===== src/rtl/fetch_unit.sv =====
// Instruction fetch stage: owns the PC, issues instruction-memory reads through a
// req/valid handshake guarded by a watchdog, and exposes the IR fields to CONTROL.
module fetch_unit #(
  parameter int ADDR_W  = 5,
  parameter int OPC_W   = 3,
  parameter int DATA_W  = 8,
  parameter int TIMEOUT = 16
) (
  input  logic              clk,
  input  logic              rst,
  input  logic              pc_en,
  input  logic              pc_load,
  input  logic              memIns_en,
  input  logic              halt,
  input  logic [DATA_W-1:0] imem_rdata,
  input  logic              imem_valid,
  output logic [ADDR_W-1:0] imem_addr,
  output logic              imem_req,
  output logic [OPC_W-1:0]  opcode,
  output logic [ADDR_W-1:0] operand,
  output logic [ADDR_W-1:0] pc,
  output logic              fetch_busy,
  output logic              fetch_done,
  output logic              fetch_err,
  output logic              halted
);

  // Eight bits covers the full legal TIMEOUT range.
  localparam int CNT_W = 8;

  typedef enum logic {
    S_IDLE = 1'b0,
    S_WAIT = 1'b1
  } state_t;

  state_t             state;
  state_t             state_next;
  logic [DATA_W-1:0]  ir;
  logic [CNT_W-1:0]   wd_count;
  logic               start_fetch;
  logic               capture;
  logic               timeout;

  always_ff @(posedge clk or negedge rst) begin
    if (!rst) begin
      state <= S_IDLE;
    end else begin
      state <= state_next;
    end
  end

  always_comb begin
    state_next = state;
    case (state)
      S_IDLE: if (start_fetch) state_next = S_WAIT;
      S_WAIT: if (capture || timeout) state_next = S_IDLE;
      default: state_next = S_IDLE;
    endcase
  end

  // A halt arriving on the same edge as a fetch request wins, so the fetch never starts.
  always_comb begin
    start_fetch = 1'b0;
    capture     = 1'b0;
    timeout     = 1'b0;
    fetch_busy  = 1'b0;
    case (state)
      S_IDLE: start_fetch = memIns_en && !halted && !halt;
      S_WAIT: begin
        fetch_busy = 1'b1;
        capture    = imem_valid;
        timeout    = !imem_valid && (wd_count == CNT_W'(TIMEOUT - 1));
      end
      default: ;
    endcase
  end

  always_ff @(posedge clk or negedge rst) begin
    if (!rst) begin
      imem_req   <= 1'b0;
      imem_addr  <= '0;
      ir         <= '0;
      wd_count   <= '0;
      fetch_done <= 1'b0;
      fetch_err  <= 1'b0;
    end else begin
      fetch_done <= 1'b0;
      if (start_fetch) begin
        imem_addr <= pc;
        imem_req  <= 1'b1;
        wd_count  <= '0;
        fetch_err <= 1'b0;
      end else if (capture) begin
        ir         <= imem_rdata;
        imem_req   <= 1'b0;
        fetch_done <= 1'b1;
      end else if (timeout) begin
        imem_req  <= 1'b0;
        fetch_err <= 1'b1;
      end else if (state == S_WAIT) begin
        wd_count <= wd_count + CNT_W'(1);
      end
    end
  end

  // PC moves independently of the FSM; an in-flight fetch already captured its address.
  always_ff @(posedge clk or negedge rst) begin
    if (!rst) begin
      pc <= '0;
    end else if (!halted) begin
      if (pc_load) begin
        pc <= operand;
      end else if (pc_en) begin
        pc <= pc + ADDR_W'(1);
      end
    end
  end

  always_ff @(posedge clk or negedge rst) begin
    if (!rst) begin
      halted <= 1'b0;
    end else if (halt) begin
      halted <= 1'b1;
    end
  end

  assign opcode  = ir[DATA_W-1 -: OPC_W];
  assign operand = ir[ADDR_W-1:0];

endmodule


===== config.mk =====
export PLATFORM = sky130hd
export DESIGN_NAME = fetch_unit
export DESIGN_NICKNAME = d
export VERILOG_FILES = /design/src/rtl/fetch_unit.sv
export SDC_FILE = /design/constraint.sdc
export NUM_CORES = 1
export LEC_CHECK = 0
export ABC_CLOCK_PERIOD_IN_PS = 1900
export CORE_MARGIN = 2
export CORE_UTILIZATION = 47
export CTS_CLUSTER_SIZE = 24
export DETAILED_ROUTE_END_ITERATION = 10
export GPL_ROUTABILITY_DRIVEN = 0
export PLACE_DENSITY = 0.78
export SLEW_MARGIN = 25
export SYNTH_ARGS = -nofsm -noshare
export SYNTH_HDL_FRONTEND = slang
export SYNTH_SLANG_ARGS = --single-unit

===== constraint.sdc =====
create_clock -name clk -period 1.9 [get_ports clk]
set_input_delay 0.19 -clock clk [delete_from_list [all_inputs] [get_ports clk]]
set_output_delay 0.19 -clock clk [all_outputs]
set_load 0.1 [all_outputs]

# --- After elaboration in Yosys (flattened, before gate mapping) ---
# Index checks and enable logic that the tools add are counted.
classes:
  add_sub_neg: 2
  n_eq_ne: 3
  muxes: 21
  bitwise_logic: 3
  reduce_logical: 15
op_table:
  columns: ["cell", "n"]
  rows:
  - ["$mux W8", 4]
  - ["$mux W1", 14]
  - ["$mux W5", 2]
  - ["$add A8 B1 Y8 const B", 1]
  - ["$eq A8 B4 Y1 const B", 1]
  - ["$reduce_and A2 Y1", 3]
  - ["$reduce_bool A2 Y1", 3]
  - ["$add A5 B1 Y5 const B", 1]
  - ["$ne A2 B2 Y1 const B", 2]
  - ["$logic_and A1 B1 Y1", 3]
  - ["$logic_not A1 Y1", 3]
  - ["$not A1 Y1", 3]
  - ["$reduce_and A3 Y1", 1]
  - ["$reduce_bool A3 Y1", 1]
  - ["$pmux W1 S2", 1]
  - ["$logic_or A1 B1 Y1", 1]
word_totals:
  regBits: 31
  in_bits: 15
  out_inout_bits: 23
  elab_cells: 53

# --- Depth between registers and ports, before layout ---
# Gate-level depths: netlist of the first run.
depth:
  depth_word: 6
  mapped_depth: 7
  depth_no_buf: 6

# --- Worst setup path after synthesis of the first run ---
# OpenSTA, ideal clock, no wires.
synth_timing:
  kind: "register -> register"
  start: "reg state"
  end: "reg wd_count[3]"
  setup_time_ns: 0.124
  arrival_ns: 1.915
  slack_ns: -0.139
  path_stages_with_launch: 5
  path_buffers: 0
  synth_period_minus_slack_ns: 2.039
  cell_sequence: "dfrtp_1 nand2b_1 a21oi_4 nor2_2 a211o_1"
synth_between:
  elab_chain_cells: 3
  word_cells_on_any_way: 8
  cone_classes: "2 x eq/ne; 4 x mux; 2 x reduce/logical"
synth_lines:
  columns: ["item", "line", "text"]
  rows:
  - ["start: declaration", "36", "state_t state;"]
  - ["start signal: assignment", "48", "state <= state_next;"]
  - ["$mux W1", "67", "case (state)"]
  - ["$ne A2 B2 Y1 (no source line) / $reduce_bool A2 Y1 (equally long branches)", null, null]
  - ["$reduce_and A3 Y1 (no source line)", null, null]
  - ["end signal: assignment", "101", "wd_count <= wd_count + CNT_W'(1);"]
  - ["end: declaration", "39", "logic [CNT_W-1:0] wd_count;"]
# Parallel ways exist; a longest one is shown, timed or not.
# A chain may end at the register's enable or synchronous reset.

# --- Worst setup path in the final report of the first run ---
layout_timing:
  start: "reg wd_count[0]"
  end: "reg wd_count[3]"
layout_between:
  elab_chain_cells: 5
  word_cells_on_any_way: 10
  cone_classes: "1 x add/sub; 2 x eq/ne; 5 x mux; 2 x reduce/logical"
layout_lines:
  columns: ["item", "line"]
  rows:
  - ["$add A8 B1 Y8 / $eq A8 B4 Y1 (equally long branches)", "101, 72"]
  - ["$mux W8 / $logic_and A1 B1 Y1 (equally long branches)", "100, 72"]
  - ["$mux W8 / $mux W1 (equally long branches)", "97, 67"]
  - ["$mux W8 / $ne A2 B2 Y1 (equally long branches)", null]
  - ["$mux W8 / $reduce_and A3 Y1 (equally long branches)", null]
# Parallel ways exist; a longest one is shown, timed or not. The select of a mux whose other input is x is not followed.

==> results of run 1 <==
-- synth_stat cells --
library cell	number
a211o_1	1
a21o_2	1
a21oi_1	8
a21oi_4	1
a22oi_1	1
a31oi_1	1
a31oi_2	1
a32oi_1	1
a41oi_1	1
and2_1	1
and3_1	2
and3b_1	2
buf_2	1
clkbuf_1	2
clkbuf_2	1
dfrtp_1	31
ha_1	2
inv_1	2
inv_2	1
mux2_2	8
nand2_1	28
nand2b_1	2
nand3_1	3
nand4_1	2
nor2_1	3
nor2_2	1
nor2b_1	1
nor3_1	5
nor3b_2	1
nor4_4	1
o211a_1	1
o21ai_0	13
o21bai_1	1
o22a_1	1
o22a_2	1
or2_1	1
or4b_1	1
-- per-stage QoR --
stage | util (%) | hold slack, ns
2_1_floorplan | - | -0.1056
3_3_place_gp | 63.11 | 0.4619
3_5_place_dp | 63.11 | 0.4653
4_1_cts | 66.19 | 0.2613
5_1_grt | 66.19 | 0.2828
6_report | 66.19 | 0.2539
-- routing by layer --
metal | global-route usage (%) | part of all wire [%] | vias up
li1 | - | - | 564
met1 | 27.79 | 47 | 539
met2 | 30.00 | 46 | 36
met3 | 5.495 | 5.8 | 2
met4 | 6.818 | 0.83 | 0
met5 | 0 | 0 | -
-- layout by cell type, fill, tap and decap left out, types with 3 or more instances in the layout --
cell             netlist  final
a21oi_1                8      8
buf_4                  0     25
clkbuf_4               0      5
clkdlybuf4s50_1        0     14
dfrtp_1               31     29
mux2_2                 8      8
nand2_1               28     28
nand3_1                3      3
nor2_1                 3      3
nor3_1                 5      5
o21ai_0               13     13
-- cell families after synthesis --
family,synth area share (%)
AO/OA/AOI/OAI,15.43
adder cells (fa/ha/maj),1.763
buffers and inverters,2.028
flip-flops,54.67
multiplexers,6.349
AND/OR/NAND/NOR,19.75
-- state kept, by name (all words and copies together), names as in the netlist --
| name | cells |
|---|---|
| fetch_done | 1 |
| fetch_err | 1 |
| halted | 1 |
| imem_addr | 5 |
| imem_req | 1 |
| ir | 8 |
| pc | 5 |
| state | 1 |
| wd_count | 8 |
-- power by group --
| part | leakage [nW] | internal, W | switching (W) |
|---|---|---|---|
| clock | 0.0482 | 0.000311 | 0.000213 |
| combinational | 0.462 | 0.0000884 | 0.000257 |
| sequential | 0.410 | 0.000692 | 0.0000310 |
| total | 0.920 | 0.00109 | 0.000501 |
-- worst max-delay path: cells and delay by family (launching register included) --
kind | cells | cell delay [ns]
simple gates | 2 | 0.39
flops | 1 | 0.41
fa+ha+maj | 1 | 0.24
compound gates | 2 | 0.57
-- how the worst max path moves through the flow --
stage | startpoint | to | cells after the start
after floorplan | pc[0] | pc[4] | 5
after global placement | memIns_en | wd_count[7] | 5
after detailed placement | memIns_en | wd_count[7] | 5
after CTS | wd_count[0] | wd_count[3] | 5
after global routing | wd_count[0] | wd_count[3] | 5
final | wd_count[0] | wd_count[3] | 5
-- layout make-up --
| cell class | instances | area share [%] |
|---|---|---|
| Tap cell | 31 | 2.089 |
| Clock buffer | 6 | 2.763 |
| Inverter | 3 | 0.6065 |
| Clock inverter | 2 | 1.887 |
| Multi-Input combinational cell | 97 | 33.09 |
| Sequential cell | 31 | 41.91 |
| Timing Repair Buffer | 39 | 17.65 |
==> impl_metrics.tcl, run 1 <==
set metrics [dict create \
    place_ws_ns 0.1500 \
    rr_startpoint "wd_count[0]" \
    ys_ff_latch 31 \
    syn-num-nets 152 \
    yosys-top-cells-area "dfrtp_1 (55%), nand2_1 (7.4%), mux2_2 (6.3%), o21ai_0 (4.6%), a21oi_1 (2.8%)" \
    dp.cells 201 \
    min_path_type "in2async" \
    ios 38 \
    grt_pass1_wl_um 5195 \
    p_per_area_nw_per_um2 857.8 \
    clkLatencyLatePin_ns 0.31 \
    cp_slowest_cell "dfrtp_1" \
    worstReg2RegEnd "wd_count[3]" \
    multiInputGateArea_um2 614.3 \
    area_growth_pct 30.86 \
    cts_tree "built" \
    cpPeakStageDelay_ns 0.41 \
    clkSinkCount 31 \
    rsz0062_at_grt "false" \
    antenna_found_initial 0 \
    finalCritPeriodShare_pct 89.87 \
    antenna_left 0 \
    status "complete, but fails checks" \
    crit_fanout 9 \
    grt_pass1_vias 1150 \
    viasPerCell 5.459 \
    drc 1 \
    start_util_pct 50.58 \
    setup_viol 0 \
    yosysTopAreaCell "dfrtp_1" \
    rrSetupSlack_ns 0.19 \
    num_rows 19 \
    post_cts_resized 0 \
    crit_path_cell_trace "ha_1 > and3_1 > a21oi_4 > nor2_2 > a211o_1" \
    n_fill_cell 228 \
    fin_cells 209 \
    startpoint_type "flop" \
    place_area_um2 1770 \
    io_buffers 37 \
    dp_hpwl_um 2131 \
    seq_area_um2 778.2 \
    period_minus_slack_ns 1.708 \
    hold_viol_final 0 \
    die_h_um 58.95 \
    max-vdd-ir-drop_mv 0.4782 \
    cp-end-kind "flop" \
    synth.yosys.seq_area_share_pct 54.67 \
    critPathRequiredTime_ns 2.10 \
    grtUsageTotal_pct 19.92 \
    clockBufferDepth 2 \
    final_nets 194 \
    syn_inst 135 \
    finClkSkew_ns 0.009324 \
    antenna_cells 0 \
    ys_warn_count 0 \
    finalInstanceArea_um2 1857 \
    slew_violations 0 \
    max-slew-margin-rel_pct 73.28 \
    crit_type "reg2reg" \
    dr.pass1.iters 7 \
    finalSetupTns_ns 0 \
    cts_root_buffer "clkbuf_4" \
    p_total_w 0.001593 \
    fmax_ghz 0.5856 \
    r2r_cells 5 \
    wirelength_um 2908 \
    wl_per_cell_um 13.91 \
    h-tree-depth 2 \
    leakage_nw 0.9203 \
    holdBufCountCts 0 \
    drive_above_1_share_pct 28.65 \
    die_x_um 58.95 \
    vias 1141 \
    tightest_slew_ns 0.3996 \
    synth_area_per_cell_um2 10.51 \
    postCtsSetupBuffers 0 \
    syn_area_um2 1419 \
    die-area_um2 3475 \
    clk_pin_slew_worst_paths_ns 0.10 \
    yosysUniqueCellTypes 37 \
    grt_max_degree 32 \
    setup_ws_ns 0.1925 \
    drv_cap 0 \
    first_iter_violations 35 \
    arrival_ns 1.91 \
    grt_overflow_total 0 \
    violations "design-rule violations" \
    cts_buffers 5 \
    coreArea_um2 2805 \
    yosys.area.top_type_share_pct 54.67 \
]
No activity file was read; power rests on OpenSTA's default activity.
==> run 2: changes to the inputs <==
--- a/config.mk
+++ b/config.mk
@@ -11,6 +11,7 @@
 export CTS_CLUSTER_SIZE = 24
 export DETAILED_ROUTE_END_ITERATION = 10
 export GPL_ROUTABILITY_DRIVEN = 0
+export MAX_ROUTING_LAYER = met4
 export PLACE_DENSITY = 0.78
 export SLEW_MARGIN = 25
 export SYNTH_ARGS = -nofsm -noshare
==> constraint.sdc (replaced) <==
create_clock -name clk -period 1.9 [get_ports clk]
set_input_delay 0.19 -clock clk [delete_from_list [all_inputs] [get_ports clk]]
set_output_delay 0.19 -clock clk [all_outputs]
set_load 0.05 [all_outputs]
==> run 2 against run 1 <==
Effect of this change: the flow still finishes with violations (design-rule violations); sequential cell count is the same; via count up 3.8%; power decreased by 15%; final cell count grew 0.96%; register-to-register slack about the same; worst hold slack got worse by 0.028 ns; clock skew is 0.0042 ns lower; combinational power is 28% lower; clock power decreased by 26%; worst setup slack worse by 0.13 ns; first-iteration DRC count rose by 34%; largest cell class unchanged.
==> impl_metrics.tcl, run 2 (synthesis gave the netlist of run 1 again) <==
set metrics [dict create \
    crit_path_cell_trace "clkdlybuf4s50_1" \
    antenna_cells 0 \
    grt_pass1_wl_um 5457 \
    dr.pass1.iters 8 \
    vias 1184 \
    die_x_um 58.95 \
    critical_path_depth 1 \
    cts_root_buffer "clkbuf_4" \
    max-slew-margin-rel_pct 64.37 \
    finClkSkew_ns 0.005123 \
    rrSetupSlack_ns 0.18 \
    grt_pass1_vias 1213 \
    grtUsageTotal_pct 21.82 \
    critPathRequiredTime_ns 1.71 \
    cp_slowest_cell "clkdlybuf4s50_1" \
    wl_per_cell_um 14.86 \
    worstReg2RegEnd "wd_count[3]" \
    area_growth_pct 33.77 \
    dp_hpwl_um 2372 \
    setup_ws_ns 0.06483 \
    max-vdd-ir-drop_mv 0.5301 \
    clk_pin_slew_worst_paths_ns 0.11 \
    leakage_nw 0.8915 \
    start_util_pct 50.58 \
    n_fill_cell 221 \
    fmax_ghz 0.5449 \
    endpoint "pc[0]" \
    antenna_found_initial 0 \
    first_iter_violations 47 \
    final_common_cell "clkdlybuf4s50_1" \
    slew_violations 0 \
    crit_fanout 6 \
    hold_viol_final 0 \
    violations "design-rule violations" \
    cp-end-kind "output port" \
    antenna_left 0 \
    cts_buffers 5 \
    clockBufferDepth 2 \
    finalCritPeriodShare_pct 96.59 \
    setup_viol 0 \
    num_rows 19 \
    r2r_cells 5 \
    rsz0062_at_grt "false" \
    status "complete, but fails checks" \
    startpoint_type "flop" \
    h-tree-depth 2 \
    drv_cap 0 \
    period_minus_slack_ns 1.835 \
    rr_startpoint "wd_count[0]" \
    arrival_ns 1.65 \
    crit_family "buffers and inverters" \
    final_nets 196 \
    crit_buf_inv 1 \
    p_total_w 0.001360 \
    largestRegisters "ir (8), wd_count (8)" \
    die-area_um2 3475 \
    grt_overflow_total 0 \
    finalSetupTns_ns 0 \
    ios 38 \
    crit_type "reg2out" \
    clkSinkCount 31 \
    io_buffers 37 \
    place_ws_ns 0.1641 \
    postCtsSetupBuffers 0 \
    coreArea_um2 2805 \
    layout_common_cells "clkdlybuf4s50_1 (35), dfrtp_1 (31), nand2_1 (28)" \
    clkLatencyLatePin_ns 0.34 \
    cts_tree "built" \
    min_path_type "in2async" \
    drive_above_1_share_pct 16.11 \
    viasPerCell 5.611 \
    startpoint "pc[0]" \
    drc 1 \
    p_per_area_nw_per_um2 716.4 \
    grt_max_degree 32 \
    wirelength_um 3135 \
    cpPeakStageDelay_ns 0.84 \
    tightest_slew_ns 0.5328 \
    die_h_um 58.95 \
]
run 2: changes by cell type in the layout (fill, tap and decap cells not counted), sizes merged:
cell,delta
bufinv,-1
clkbuf,-1
buf,-20
clkdlybuf4s50,+21
clkinvlp,+2
dlymetal6s2s,+1
run 2: cell type report:
type / count / area [um^2] / share of cell area (%)
Clock buffer: 5 / 37.54 / 1.978
Timing Repair Buffer: 41 / 400.4 / 21.09
Multi-Input combinational cell: 97 / 614.3 / 32.37
Tap cell: 31 / 38.79 / 2.044
Inverter: 3 / 11.26 / 0.5933
Sequential cell: 31 / 775.7 / 40.87
Clock inverter: 3 / 20.02 / 1.055
run 2: where the power goes:
part	switching (W)	internal (W)
combinational	0.000150	0.0000991
sequential	0.0000292	0.000692
clock	0.000248	0.000141
total	0.000428	0.000932
run 2: how the worst min path moves through the flow:
stage / start / end / depth (start not counted)
final: rst / ir[0] / 2
after global routing: rst / ir[3] / 2
after floorplan: rst / fetch_done / 0
after detailed placement: imem_addr[3] / imem_addr[3] / 2
after global placement: imem_addr[4] / imem_addr[4] / 2
after CTS: rst / ir[0] / 2
run 2: layer usage:
| layer | part of all wire [%] | up-vias | track usage (%) |
|---|---|---|---|
| met5 | 0 | - | - |
| met2 | 50 | 36 | 33.49 |
| met3 | 5.9 | 4 | 8.132 |
| met4 | 0.99 | 0 | 6.494 |
| met1 | 43 | 580 | 26.96 |
| li1 | - | 564 | - |
run 2: what timing repair did:
action	in CTS	in global routing
resized for setup	0	1
endpoints found under the setup margin	0	1
hold buffers	0	0
run 2: metrics by stage:
stage	utilization (%)	area (um^2)	hold slack, ns	instances
6_report	67.66	1898	0.2255	211
3_3_place_gp	65.52	1838	0.4607	203
3_5_place_dp	65.52	1838	0.4733	203
4_1_cts	67.57	1896	0.2322	211
2_1_floorplan	-	1419	-0.1056	135
5_1_grt	67.66	1898	0.2493	211
==> patch: new RTL, settings of run 1 <==
`CNT_W`: 8 -> 6.
--- a/src/rtl/fetch_unit.sv
+++ b/src/rtl/fetch_unit.sv
@@ -28,3 +28,3 @@
   // Eight bits covers the full legal TIMEOUT range.
-  localparam int CNT_W = 8;
+  localparam int CNT_W = 6;
 
Check against the original RTL: no difference found for any inputs over 10 cycles, from zero or initial values and one cycle with rst low; that may be too few to reach the edited logic, so the function may still have changed.
==> patch against run 1 <==
Power decreased by 15%. Non-clock buffer count increased by 1. Worst setup slack better by 170 ps. Wire length down 2.6%. Synthesized area down 8.0%. Sequential cell count decreased by 2. Highest routed layer unchanged. Design area fell by 7.5%. Clock power fell by 33%.
==> patch: results (changes against run 1) <==
[placement]
dpl_cell_area_sq_mm=0.00167  ; -5.7%
dp_cells=187  ; -7.0%
pre_cts_ws_ps=317  ; +167 ps
hpwl_microns=2050  ; -3.8%

[power]
intPower_uw=880  ; -19%
leakage_nw=0.874  ; -5.0%
fin_total_pwr_mw=1.35  ; -15%
vdd_ir_drop_max_mv=0.683  ; +43%

[layout]
finalNetCount=180  ; -7.2%
num-multi-input-gates=84  ; -13%
nClkBuffers=8  ; +2
clk_share=0.0284  ; -0.0181
multi_input_area_share=0.318  ; -0.0133
post-route-util=0.639  ; -0.0224
n_fill_cell=217  ; -4.8%
largestRegisters=ir (8), wd_count (6)

[worst_setup_path]
r2r_slack_ps=360  ; +170 ps
cpMaxStageDelayCell=o21ai_0
critPathMaxStageDelay_ps=440  ; +30 ps
crit_path_end=wd_count[1]$_DFFE_PN0P_
r2r_cells=4  ; -1

[global_routing]
grt_pass1_vias=1040  ; -9.6%
grt_max_degree=30  ; -6.3%
grt_use_total=0.194  ; -0.00530

[synth]
synth_mux_area_frac=0.107  ; +0.0439
synth_cell_types=32  ; -14%
ys_seq_area_frac=0.556  ; +0.00935
synth-seq-cells=29  ; -6.5%
synthTopCellsByCount=dfrtp_1 (29), nand2_1 (26), o21ai_0 (9)
synthAdderAreaFrac=0.0192  ; +0.00154

[sta]
fin_worst_skew_ps=7.72  ; -1.60 ps
whs_ps=254  ; +0.571 ps
slew_headroom=0.669  ; -0.0639

[route]
routed_wirelength_microns=2830  ; -2.6%
post_drt_wl_per_cell_microns=14.5  ; +4.4%
dr.pass1.iters=4  ; -3

[outcome]
status=finished, final reports clean

patch: worst max-delay path, delay by kind of cell, from the launching register on:
family	cells	cell delay, ps
adder cells (fa/ha/maj)	1	230
AND/OR/NAND/NOR	1	150
flip-flops	1	400
AO/OA/AOI/OAI	1	440
multiplexers	1	240
patch: power groups by stage:
stage	registers, mW	logic [mW]	clock network [mW]
2_1_floorplan	0.864	0.0460	0
3_3_place_gp	0.685	0.321	0
3_5_place_dp	0.686	0.326	0
4_1_cts	0.674	0.326	0.363
5_1_grt	0.679	0.338	0.389
6_report	0.675	0.324	0.349
patch: metal layers:
| metal | part of all wire | up-vias | global-route usage |
|---|---|---|---|
| li1 | - | 518 | - |
| met4 | 0.019 | 0 | 0.0918 |
| met5 | 0 | - | 0 |
| met2 | 0.50 | 37 | 0.306 |
| met3 | 0.053 | 8 | 0.0484 |
| met1 | 0.43 | 536 | 0.249 |
